==> src/rtl/deser_pkg.sv <==
// Shared types for the serial deserializer: collection FSM states and count width.
// DESER_PARITY_EN adds the PARITY state used by the optional even-parity bit.
package deser_pkg;

`ifdef DESER_PARITY_EN
  typedef enum logic {ST_DATA = 1'b0, ST_PARITY = 1'b1} deser_state_t;
`else
  typedef enum logic {ST_DATA = 1'b0} deser_state_t;
`endif

  function automatic int cnt_w(input int width);
    return $clog2(width + 1);
  endfunction

endpackage

==> src/rtl/deser_shift.sv <==
// Collection shift register; par_next is the value after shifting in bit_in,
// so a completing bit can be captured in the same edge it arrives.
module deser_shift #(
  parameter int WIDTH     = 8,
  parameter bit MSB_FIRST = 1
) (
  input  logic             clk_in,
  input  logic             reset_in,
  input  logic             shift_en,
  input  logic             clear,
  input  logic             bit_in,
  output logic [WIDTH-1:0] par_out,
  output logic [WIDTH-1:0] par_next
);

  generate
    if (MSB_FIRST) begin : g_msb
      assign par_next = {par_out[WIDTH-2:0], bit_in};
    end else begin : g_lsb
      assign par_next = {bit_in, par_out[WIDTH-1:1]};
    end
  endgenerate

  always_ff @(posedge clk_in or posedge reset_in) begin
    if (reset_in)      par_out <= '0;
    else if (clear)    par_out <= '0;
    else if (shift_en) par_out <= par_next;
  end

endmodule

==> src/rtl/serial_deser.sv <==
// Serial-to-parallel deserializer with one-word output buffer and sticky overflow.
// Define DESER_PARITY_EN to append an even-parity bit per word and flag errors.
module serial_deser
  import deser_pkg::*;
#(
  parameter int WIDTH     = 8,
  parameter bit MSB_FIRST = 1
) (
  input  logic                     clk_in,
  input  logic                     reset_in,
  input  logic                     bit_valid_in,
  input  logic                     bit_in,
  input  logic                     clear_in,
  input  logic                     data_ready_in,
  output logic [WIDTH-1:0]         data_out,
  output logic                     data_valid_out,
  output logic [cnt_w(WIDTH)-1:0]  bit_count_out,
  output logic                     overflow_out
`ifdef DESER_PARITY_EN
  ,
  output logic                     parity_err_out
`endif
);

  localparam int            CW   = cnt_w(WIDTH);
  localparam logic [CW-1:0] LAST = CW'(WIDTH - 1);

  deser_state_t     state_q, state_d;
  logic             accept, shift_en, word_done, take, load;
  logic [WIDTH-1:0] sh_q, sh_next, word;
`ifdef DESER_PARITY_EN
  logic             word_par;
`endif

  // clear beats a coincident bit
  assign accept = bit_valid_in & ~clear_in;
  assign take   = data_valid_out & data_ready_in;
  assign load   = word_done & (~data_valid_out | take);

  deser_shift #(.WIDTH(WIDTH), .MSB_FIRST(MSB_FIRST)) u_shift (
    .clk_in   (clk_in),
    .reset_in (reset_in),
    .shift_en (shift_en),
    .clear    (clear_in | word_done),
    .bit_in   (bit_in),
    .par_out  (sh_q),
    .par_next (sh_next)
  );

  always_ff @(posedge clk_in or posedge reset_in) begin
    if (reset_in)      state_q <= ST_DATA;
    else if (clear_in) state_q <= ST_DATA;
    else               state_q <= state_d;
  end

  always_comb begin
    state_d = state_q;
`ifdef DESER_PARITY_EN
    case (state_q)
      ST_DATA:   if (accept && bit_count_out == LAST) state_d = ST_PARITY;
      ST_PARITY: if (accept) state_d = ST_DATA;
      default:   state_d = ST_DATA;
    endcase
`endif
  end

  always_comb begin
    shift_en  = 1'b0;
    word_done = 1'b0;
    word      = sh_next;
`ifdef DESER_PARITY_EN
    word_par  = 1'b0;
    case (state_q)
      ST_PARITY: begin
        word_done = accept;
        word      = sh_q;
        word_par  = ^{sh_q, bit_in};
      end
      default: shift_en = accept;
    endcase
`else
    shift_en  = accept;
    word_done = accept && (bit_count_out == LAST);
`endif
  end

  // count parks at WIDTH while the parity bit is awaited
  always_ff @(posedge clk_in or posedge reset_in) begin
    if (reset_in)       bit_count_out <= '0;
    else if (clear_in)  bit_count_out <= '0;
    else if (word_done) bit_count_out <= '0;
    else if (shift_en)  bit_count_out <= bit_count_out + 1'b1;
  end

  always_ff @(posedge clk_in or posedge reset_in) begin
    if (reset_in) begin
      data_out       <= '0;
      data_valid_out <= 1'b0;
    end else if (load) begin
      data_out       <= word;
      data_valid_out <= 1'b1;
    end else if (take) begin
      data_valid_out <= 1'b0;
    end
  end

  always_ff @(posedge clk_in or posedge reset_in) begin
    if (reset_in)                overflow_out <= 1'b0;
    else if (clear_in)           overflow_out <= 1'b0;
    else if (word_done && !load) overflow_out <= 1'b1;
  end

`ifdef DESER_PARITY_EN
  always_ff @(posedge clk_in or posedge reset_in) begin
    if (reset_in)  parity_err_out <= 1'b0;
    else if (load) parity_err_out <= word_par;
  end
`endif

endmodule
==> config.mk <==
export PLATFORM = sky130hd
export DESIGN_NAME = serial_deser
export DESIGN_NICKNAME = d
export VERILOG_FILES = /design/src/rtl/deser_pkg.sv /design/src/rtl/deser_shift.sv /design/src/rtl/serial_deser.sv
export SDC_FILE = /design/constraint.sdc
export NUM_CORES = 1
export LEC_CHECK = 0
export CAP_MARGIN = 20
export CORE_MARGIN = 2
export CORE_UTILIZATION = 63
export DETAILED_ROUTE_END_ITERATION = 10
export DONT_BUFFER_PORTS = 1
export PLACE_DENSITY = 0.79
export SETUP_SLACK_MARGIN = 0.1
export SYNTH_ARGS = -nofsm -noshare
export SYNTH_HDL_FRONTEND = slang
export SYNTH_SLANG_ARGS = --single-unit
==> constraint.sdc <==
create_clock -name clk_in -period 3.23 [get_ports clk_in]
set_clock_uncertainty 0.1 [all_clocks]
set_input_delay 0.323 -clock clk_in [delete_from_list [all_inputs] [get_ports clk_in]]
set_output_delay 0.323 -clock clk_in [all_outputs]
set_load 0.005 [all_outputs]
-- After elaboration in Yosys (flattened, before gate mapping)
Cells that the tools add are included.
- bits in registers: 21
- bits of input ports: 6
- output and inout bits: 14
- logic and storage cells: 30
- add/subtract/negate cells: 1
- equal/unequal tests: 1
- multiplexer cells: 9
- bitwise gates (word level): 7
- reductions and logical operators: 7
- operators with widths (kind ; number):
    $mux W7 ; 2
    $mux W4 ; 3
    $reduce_bool A2 Y1 ; 3
    $add A4 B1 Y4 const B ; 1
    $eq A4 B3 Y1 const B ; 1
    $mux W1 ; 4
    $and A1 B1 Y1 ; 3
    $reduce_bool A3 Y1 ; 1
    $logic_and A1 B1 Y1 ; 2
    $not A1 Y1 ; 2
    $or A1 B1 Y1 ; 2
    $logic_not A1 Y1 ; 1

-- Depth between registers and ports, before layout
- depth in word-level cells: 8
- mapped depth: 5
- mapped depth without buffers: 4

-- Cells and area by module
From an unflattened synthesis, not the netlist that was laid out.
- cell total of the unflattened synthesis: 81
- area total of the unflattened synthesis: 1021.0 µm²
- modules (own cells, without submodules) (module ; times used ; cells each ; area each (µm²) ; seq. area each (µm²)):
    serial_deser ; 1 ; 46 ; 631.9 ; 350.3
    deser_shift ; 1 ; 35 ; 389.1 ; 200.2

-- Worst setup path after synthesis
Ideal clock, no wire load.
- kind: flip-flop to flip-flop
- start: register bit_count_out[0]
- end: register data_out[0]
- setup time: 0.125 ns
- arrival: 1.422 ns
- required time: 3.005 ns
- slack: 1.583 ns
- stages on the path, launching flop included: 6
- buffers on the path: 1
- clock period less this slack: 1.647 ns
- path through: dfrtp_1 ha_1 and3b_1 and4b_1 buf_6 mux2_4
- word-level cells in the longest chain between the ends: 3
- ends and longest elaborated chain (item ; RTL line ; text):
    start, declared ; serial_deser.sv:17 ; output logic [cnt_w(WIDTH)-1:0] bit_count_out,
    start signal, assigned ; serial_deser.sv:92 ; else if (shift_en) bit_count_out <= bit_count_out + 1'b1;
    $eq A4 B3 Y1 ; serial_deser.sv:83 ; word_done = accept && (bit_count_out == LAST);
    $logic_and A1 B1 Y1 ; serial_deser.sv:83 ;
    $and A1 B1 Y1 ; serial_deser.sv:38 ; assign load = word_done & (~data_valid_out | take);
    end signal, assigned ; serial_deser.sv:100 ; data_out <= word;
    end, declared ; serial_deser.sv:15 ; output logic [WIDTH-1:0] data_out,
No other way between the ends.
A chain may end at the register's enable or synchronous reset.

-- Final worst setup path
- start: register bit_count_out[0]
- end: register data_out[3]
The elaborated chain is that of the path after synthesis.

==> results_dict.tcl <==
set metrics [dict create \
    postCtsSetupRepairBufs 0 \
    grt_overflow 0 \
    final_cell_mix "dfrtp_1 (21), mux2_4 (8), a22o_1 (7)" \
    n_fill_cell 97 \
    crit_path_start_kind "flop" \
    die_x_um 41.2 \
    first_iter_violations 0 \
    grt_pass1_vias 478 \
    critPathKind "reg2reg" \
    status "finished clean" \
    drive_gt1_share_pct 25.4 \
    cts_buffer_depth 2 \
    clk_pin_slew_ns 0.11 \
    ys_seq_elements 21 \
    io_buffers 0 \
    yosysWarningCount 0 \
    cp.arrival_ns 2.03 \
    grt_pass1_wl_um 2140 \
    cts.sinks 21 \
    syn_area_um2 873 \
    setup_slack_ns 1.28 \
    rsz0062_at_grt "no" \
    holdCritPathClass "in2reg" \
    powerDensity_nw_per_um2 442 \
    fin_area_um2 923 \
    antenna_cells 0 \
    ios 20 \
    end_kind "flop" \
    hold_viol 0 \
    placed_cells 72 \
    die_h_um 41.2 \
    drtAntennaViolNets 0 \
    vdd_ir_drop_max_mv 0.273 \
    ys_seq_area_share_pct 60.2 \
    slew_headroom_pct 49.3 \
    num_vias 466 \
    cts_buffers 3 \
    die_area_um2 1700 \
    synthesis.nets 66 \
    coreArea_um2 1300 \
    fin_nets 71 \
    period_needed_ns 1.95 \
    placed_area_um2 876 \
    cts_tree "done" \
    dp_slack_ns 1.27 \
    tns_ns 0 \
    path_max_fanout 8 \
    tightest_slew_ns 0.759 \
    grt_antenna_before_repair 0 \
    syn_to_final_growth_pct 5.73 \
    avgSynthCellArea_um2 14.8 \
    place.gp.congestion 0.687 \
    setup_viol 0 \
    track_usage_pct 20.0 \
    grt_max_degree 22 \
    rows 13 \
    initial_utilization_pct 67.1 \
    crit_required_ns 3.31 \
    dr.pass1.iters 1 \
    avgViaCountPerCell 5.97 \
    yosysUniqueCellTypes 21 \
    synth_cells 59 \
    fmax_mhz 512 \
    root_buffer "clkbuf_4" \
    clock_latency_ns 0.29 \
    slew_viol_final 0 \
    p_leak_nw 0.460 \
    wirelength_um 1310 \
    finish.cell_count_without_fillers 78 \
    post-route-period-util_pct 60.4 \
    drc 0 \
    postLayoutCoreUtil_pct 71.0 \
    drv_cap 0 \
    htree_levels 1 \
    wl_per_cell_um 16.8 \
    final_common_cell "dfrtp_1" \
]
==> report_power, final <==
part	switching, mW	leakage (nW)	internal (mW)
Clock	0.0731	0.0177	0.0459
Sequential	0.00416	0.291	0.266
Combinational	0.0106	0.152	0.00770
Total	0.0879	0.460	0.320
==> metal layers <==
layer  track usage (%)  wire length, um
met1              27.2              667
met2              29.3              558
met3              7.07               71
met4              7.26               12
met5                 0                0
==> stage by stage <==
stage / total power, mW / hold WS, ns
CTS: 0.410 / 0.0126
global route: 0.424 / 0.0112
global placement: 0.292 / 0.279
finish: 0.408 / 0.0147
detailed placement: 0.292 / 0.285
floorplan: 0.290 / 0.200
==> timing repair <==
item                                   CTS  global route
hold buffers                             2             0
resized for setup                        0             0
endpoints found under the hold margin   24             0
==> final cells by class <==
class / count / area [um^2] / share of cell area (%)
clock buffers: 3 / 22.5 / 2.44
clock inverters: 1 / 5.00 / 0.542
inverters: 2 / 7.51 / 0.813
multi-input cells: 34 / 324 / 35.1
flip-flops and latches: 21 / 526 / 56.9
well taps: 15 / 18.8 / 2.03
repair buffers: 2 / 20.0 / 2.17
==> state kept, by name, summed over array words and instances, names as in the netlist <==
signal           count
bit_count_out        4
data_valid_out       1
data_out             8
u_shift.par_out      7
overflow_out         1
==> synth_stat cells <==
master | n | area [um^2]
nand3b_1 | 1 | 7.51
mux2i_1 | 1 | 10.0
inv_1 | 2 | 7.51
and4b_1 | 1 | 10.0
clkbuf_2 | 1 | 5.00
and3b_1 | 1 | 8.76
nand4_1 | 1 | 6.26
o22ai_1 | 1 | 6.26
nor3b_2 | 1 | 12.5
mux2_2 | 1 | 11.3
mux2_4 | 8 | 120
a22o_1 | 7 | 61.3
nor2_1 | 3 | 11.3
xor2_1 | 1 | 8.76
a21oi_1 | 1 | 5.00
nand2b_4 | 1 | 13.8
dfrtp_1 | 21 | 526
buf_6 | 1 | 11.3
nand2_1 | 3 | 11.3
ha_1 | 1 | 12.5
or3_2 | 1 | 7.51
==> kinds of logic after synthesis <==
kind of cell	synth area share (%)
adder cells (fa/ha/maj)	1.43
XOR/XNOR	1.00
AND/OR/NAND/NOR	10.2
AO/OA/AOI/OAI	8.31
multiplexers	16.2
buffers and inverters	2.72
flip-flops	60.2
==> final timing paths <==
check | cells after the start | from | slack, ns | endpoint
setup / recovery | 4 | bit_count_out[0]$_DFFE_PP0P_ | 1.28 | data_out[3]$_DFFE_PP0P_
hold / removal | 1 | clear_in | 0.01 | overflow_out$_DFFE_PP0P_
max in group asynchronous | 2 | reset_in | 2.06 | u_shift.par_out[3]$_DFFE_PP0P_
setup reg to reg | 4 | bit_count_out[0]$_DFFE_PP0P_ | 1.28 | data_out[3]$_DFFE_PP0P_
min in group asynchronous | 2 | reset_in | 0.50 | bit_count_out[3]$_DFFE_PP0P_
hold reg to reg | 1 | u_shift.par_out[6]$_DFFE_PP0P_ | 0.42 | u_shift.par_out[6]$_DFFE_PP0P_
==> worst max-delay path, cell delays in order (launching register included) <==
cell,delay [ns]
dfrtp_1,0.43
ha_1,0.19
and3b_1,0.21
and4b_1,0.55
mux2_4,0.35
No activity file was read; power rests on OpenSTA's default activity.
==> edit 1: new RTL, same settings <==
The option `DESER_PARITY_EN` is turned on by a define.
--- a/src/rtl/deser_pkg.sv
+++ b/src/rtl/deser_pkg.sv
@@ -2,2 +2,4 @@
 // DESER_PARITY_EN adds the PARITY state used by the optional even-parity bit.
+`define DESER_PARITY_EN
+
 package deser_pkg;
Behaviour (old outputs only; new: parity_err_out): not the same (a bounded check fails within 10 cycles, from zero or initial values and one cycle with reset_in high).
==> edit 1 against the original RTL <==
  * The run now ends with hold timing left
  * Worst setup slack improved by 0.069 ns
  * Total power increased by 20%
  * Combinational power increased by 55%
  * Wire length increased by 54%
  * Design area increased by 30%
  * Sequential cell count increased by 3
  * Area after synthesis increased by 31%
  * Sequential power increased by 14%
  * Critical endpoint is now parity_err_out
  * Largest power group unchanged
  * Highest routed layer is now met3
==> edit 1: results <==
{
  "hold_slack_ns": -0.03335,
  "syn_avg_cell_area_um2": 10.12,
  "grt_pass1_wl_um": 3167,
  "reg_top3": "data_out: 8 flops, u_shift.par_out: 8 flops, bit_count_out: 4 flops",
  "syn_nets": 120,
  "ys_top_cells_by_count": "dfrtp_1, nor2_1, a21oi_1",
  "synthTopCellsByArea": "dfrtp_1, a21oi_1, mux2i_1, nor2_1, nand3b_1",
  "cpMaxStageDelayCell": "dfrtp_1",
  "synth_cell_types": 25,
  "via_per_inst": 5.710,
  "crit_family": "flip-flops",
  "grt_util_met2": 0.3528,
  "violations": "hold timing",
  "status": "finished with violations",
  "gp_congestion": 0.8141,
  "use_met3": 0.03137,
  "grt_pass1_vias": 722,
  "place_ws_ns": 1.397,
  "hp-class": "in2async",
  "drtIter0Drc": 13,
  "max_stage_delay_ns": 0.80,
  "hold_viol": 24,
  "crit_start": "state_q",
  "grt_max_degree": 25,
  "track_usage": 0.2106,
  "drtPass1Iterations": 4,
  "grtUsageMet1": 0.2625,
  "wl_per_cell_um": 14.59,
  "via_count": 788,
  "drive_above_1_share": 0.07080,
  "ctsHoldBuffers": 1,
  "place_inst": 133,
  "worstPathMaxFanout": 22,
  "clk_pin_slew_worst_paths_ns": 0.13,
  "placedInstanceArea_um2": 1159,
  "yosysSeqAreaShare": 0.5252
}
## edit 1: cell count changes in the layout (fill, tap and decap cells not counted), sizes merged, moves of 7 or more
cell   unedited run  this run
a21oi             1        18
a22o              7         0
mux2              9         1
nor2              3        19
mux2i             1         8
## edit 1: logic make-up (layout without fill, tap and decap cells)
group | count (synthesis) | in the layout | synth area share
adder cells (fa/ha/maj) | 1 | 1 | 0.01094
XOR/XNOR | 7 | 7 | 0.06674
multiplexers | 9 | 9 | 0.08315
flip-flops | 24 | 24 | 0.5252
AND/OR/NAND/NOR | 40 | 40 | 0.1729
AO/OA/AOI/OAI | 24 | 24 | 0.1138
buffers and inverters | 8 | 8 | 0.02735
## edit 1: cell type report
class                      count  area, um2  share of cell area
inverter                       2      7.507            0.006231
sequential                    24      600.6              0.4984
multi-input combinational     81      511.7              0.4247
clock buffer                   4      36.28             0.03011
tap                           25      31.28             0.02596
timing repair buffer           2      17.52             0.01454
## edit 1: final timing paths
path / endpoint / depth (start not counted) / slack, ns
min in group clk_in: u_shift.par_out[3] / 2 / 0.06
min: u_shift.par_out[1] / 1 / -0.03
max reg2reg: parity_err_out / 4 / 1.35
min reg2reg: data_out[0] / 2 / 0.47
max: parity_err_out / 4 / 1.35
max in group asynchronous: bit_count_out[0] / 1 / 2.53
## edit 1: power breakdown
| group | internal [mW] | switching [mW] |
|---|---|---|
| logic | 0.0111 | 0.0172 |
| registers | 0.304 | 0.00440 |
| clock network | 0.0687 | 0.0843 |
| total | 0.384 | 0.106 |
## edit 1: layer usage
| layer | wire length, um | part of all wire |
|---|---|---|
| met5 | 0 | 0 |
| met4 | 0 | 0 |
| met1 | 879 | 0.44 |
| met3 | 73 | 0.036 |
| met2 | 1061 | 0.53 |
==> edit 2: new RTL, same flow settings <==
Without the edit above. Compare `bit_count_out` against `LAST` with >= in place of ==.
--- a/src/rtl/serial_deser.sv
+++ b/src/rtl/serial_deser.sv
@@ -82,3 +82,3 @@
     shift_en  = accept;
-    word_done = accept && (bit_count_out == LAST);
+    word_done = accept && (bit_count_out >= LAST);
 `endif
Function: same outputs for any inputs over 10 cycles, from zero or initial values and one cycle with reset_in high; that may be too few to reach the edited logic, so the function may still have changed.
==> edit 2 against the original RTL <==
  * Wire length down 2.6%
  * Total power up 2.0%
  * Non-clock buffer count unchanged
  * Sequential cell count unchanged
  * Critical endpoint is now bit_count_out[0]
  * Global-route usage down 0.64 points
  * Via count up 2.1%
  * Design area down 2.7%
  * Worst setup slack worse by 0.046 ns
  * Area after synthesis down 4.2%
==> edit 2: results <==
{
  "status": "complete, no violations",
  "via_per_inst": 6.025,
  "gp_congestion": 0.7000,
  "drtPass1Iterations": 3,
  "hold_viol": 0,
  "peakVddDrop_uv": 298.1,
  "fin_crit_ns": 1.998,
  "syn_avg_cell_area_um2": 14.19,
  "drtIter0Drc": 5,
  "ys_top_cells_by_count": "dfrtp_1, mux2_2, a22o_1",
  "synthTopCellsByArea": "dfrtp_1, mux2_2, a22o_1, nor3b_4, nor2_1",
  "synth_cell_types": 18,
  "routed_wl_um": 1276,
  "wl_met1_um": 601,
  "worstMarginPinSlew_ns": 0.7464,
  "drive_above_1_share": 0.2500,
  "worstPathMaxFanout": 9,
  "grt_pass1_vias": 471,
  "p_leak_nw": 0.4381,
  "max_stage_delay_ns": 0.53,
  "route.met2.wl_um": 584,
  "cts_setup_buffers": 0,
  "met3_length_um": 72,
  "arrival_ns": 2.14,
  "ff2ff_setup_slack_ns": 1.23,
  "port_buffers": 0,
  "clk_pin_slew_worst_paths_ns": 0.11,
  "wl_per_cell_um": 16.15,
  "antenna_cells": 0,
  "nNetsFinal": 72,
  "antenna_found_initial": 0,
  "cts_made_buffers": 3,
  "yosysSeqAreaShare": 0.6278,
  "cts_htree_levels": 1,
  "cpMaxStageDelayCell": "nor2b_1",
  "place_inst": 73,
  "synth_warnings": 0,
  "grt_pass1_wl_um": 1973,
  "track_usage": 0.1932
}
[edit 2: power breakdown]
group | internal (mW) | switching [mW]
logic | 0.00826 | 0.0121
registers | 0.267 | 0.00497
clock network | 0.0461 | 0.0775
total | 0.322 | 0.0945
[edit 2: metrics by stage]
stage	hold WS [ns]	area, um2	util
after floorplan	0.1995	837.1	-
after global placement	0.2870	850.8	0.6706
after detailed placement	0.2893	850.8	0.6706
after CTS	0.05182	898.4	0.7081
after global routing	0.05177	898.4	0.7081
final	0.05720	898.4	0.7081
[edit 2: per-layer routing]
metal / global-route usage / vias up
met5: 0 / -
met4: 0.1250 / 0
met3: 0.03333 / 2
met2: 0.2976 / 11
met1: 0.2491 / 240
li1: - / 223
[edit 2: worst paths after layout]
path                                      end  cells past startpoint          startpoint
max in group asynchronous  u_shift.par_out[2]                      2            reset_in
hold / removal             u_shift.par_out[0]                      1              bit_in
hold reg to reg            u_shift.par_out[6]                      1  u_shift.par_out[6]
min in group asynchronous    bit_count_out[3]                      2            reset_in
setup reg to reg             bit_count_out[0]                      4    bit_count_out[0]
setup / recovery             bit_count_out[0]                      4    bit_count_out[0]
[edit 2: logic make-up after synthesis]
group           share of synthesized area
simple gates                      0.09715
buf+inv                           0.01495
mux                                0.1211
compound gates                     0.1241
fa+ha+maj                         0.01495
flops                              0.6278
[edit 2: final cells by class]
cell class                      instances  area [um2]
Clock buffer                            3       22.52
Clock inverter                          1       5.005
Fill cell                              98       370.4
Inverter                                2       7.507
Multi-Input combinational cell         35       299.0
Sequential cell                        21       525.5
Tap cell                               15       18.77
Timing Repair Buffer                    2       20.02
[edit 2: worst max-delay path, delay by kind of cell, from the launching register on]
kind	cells	cell delay (ns)
flops	1	0.45
simple gates	1	0.53
compound gates	1	0.35
mux	1	0.26
fa+ha+maj	1	0.25
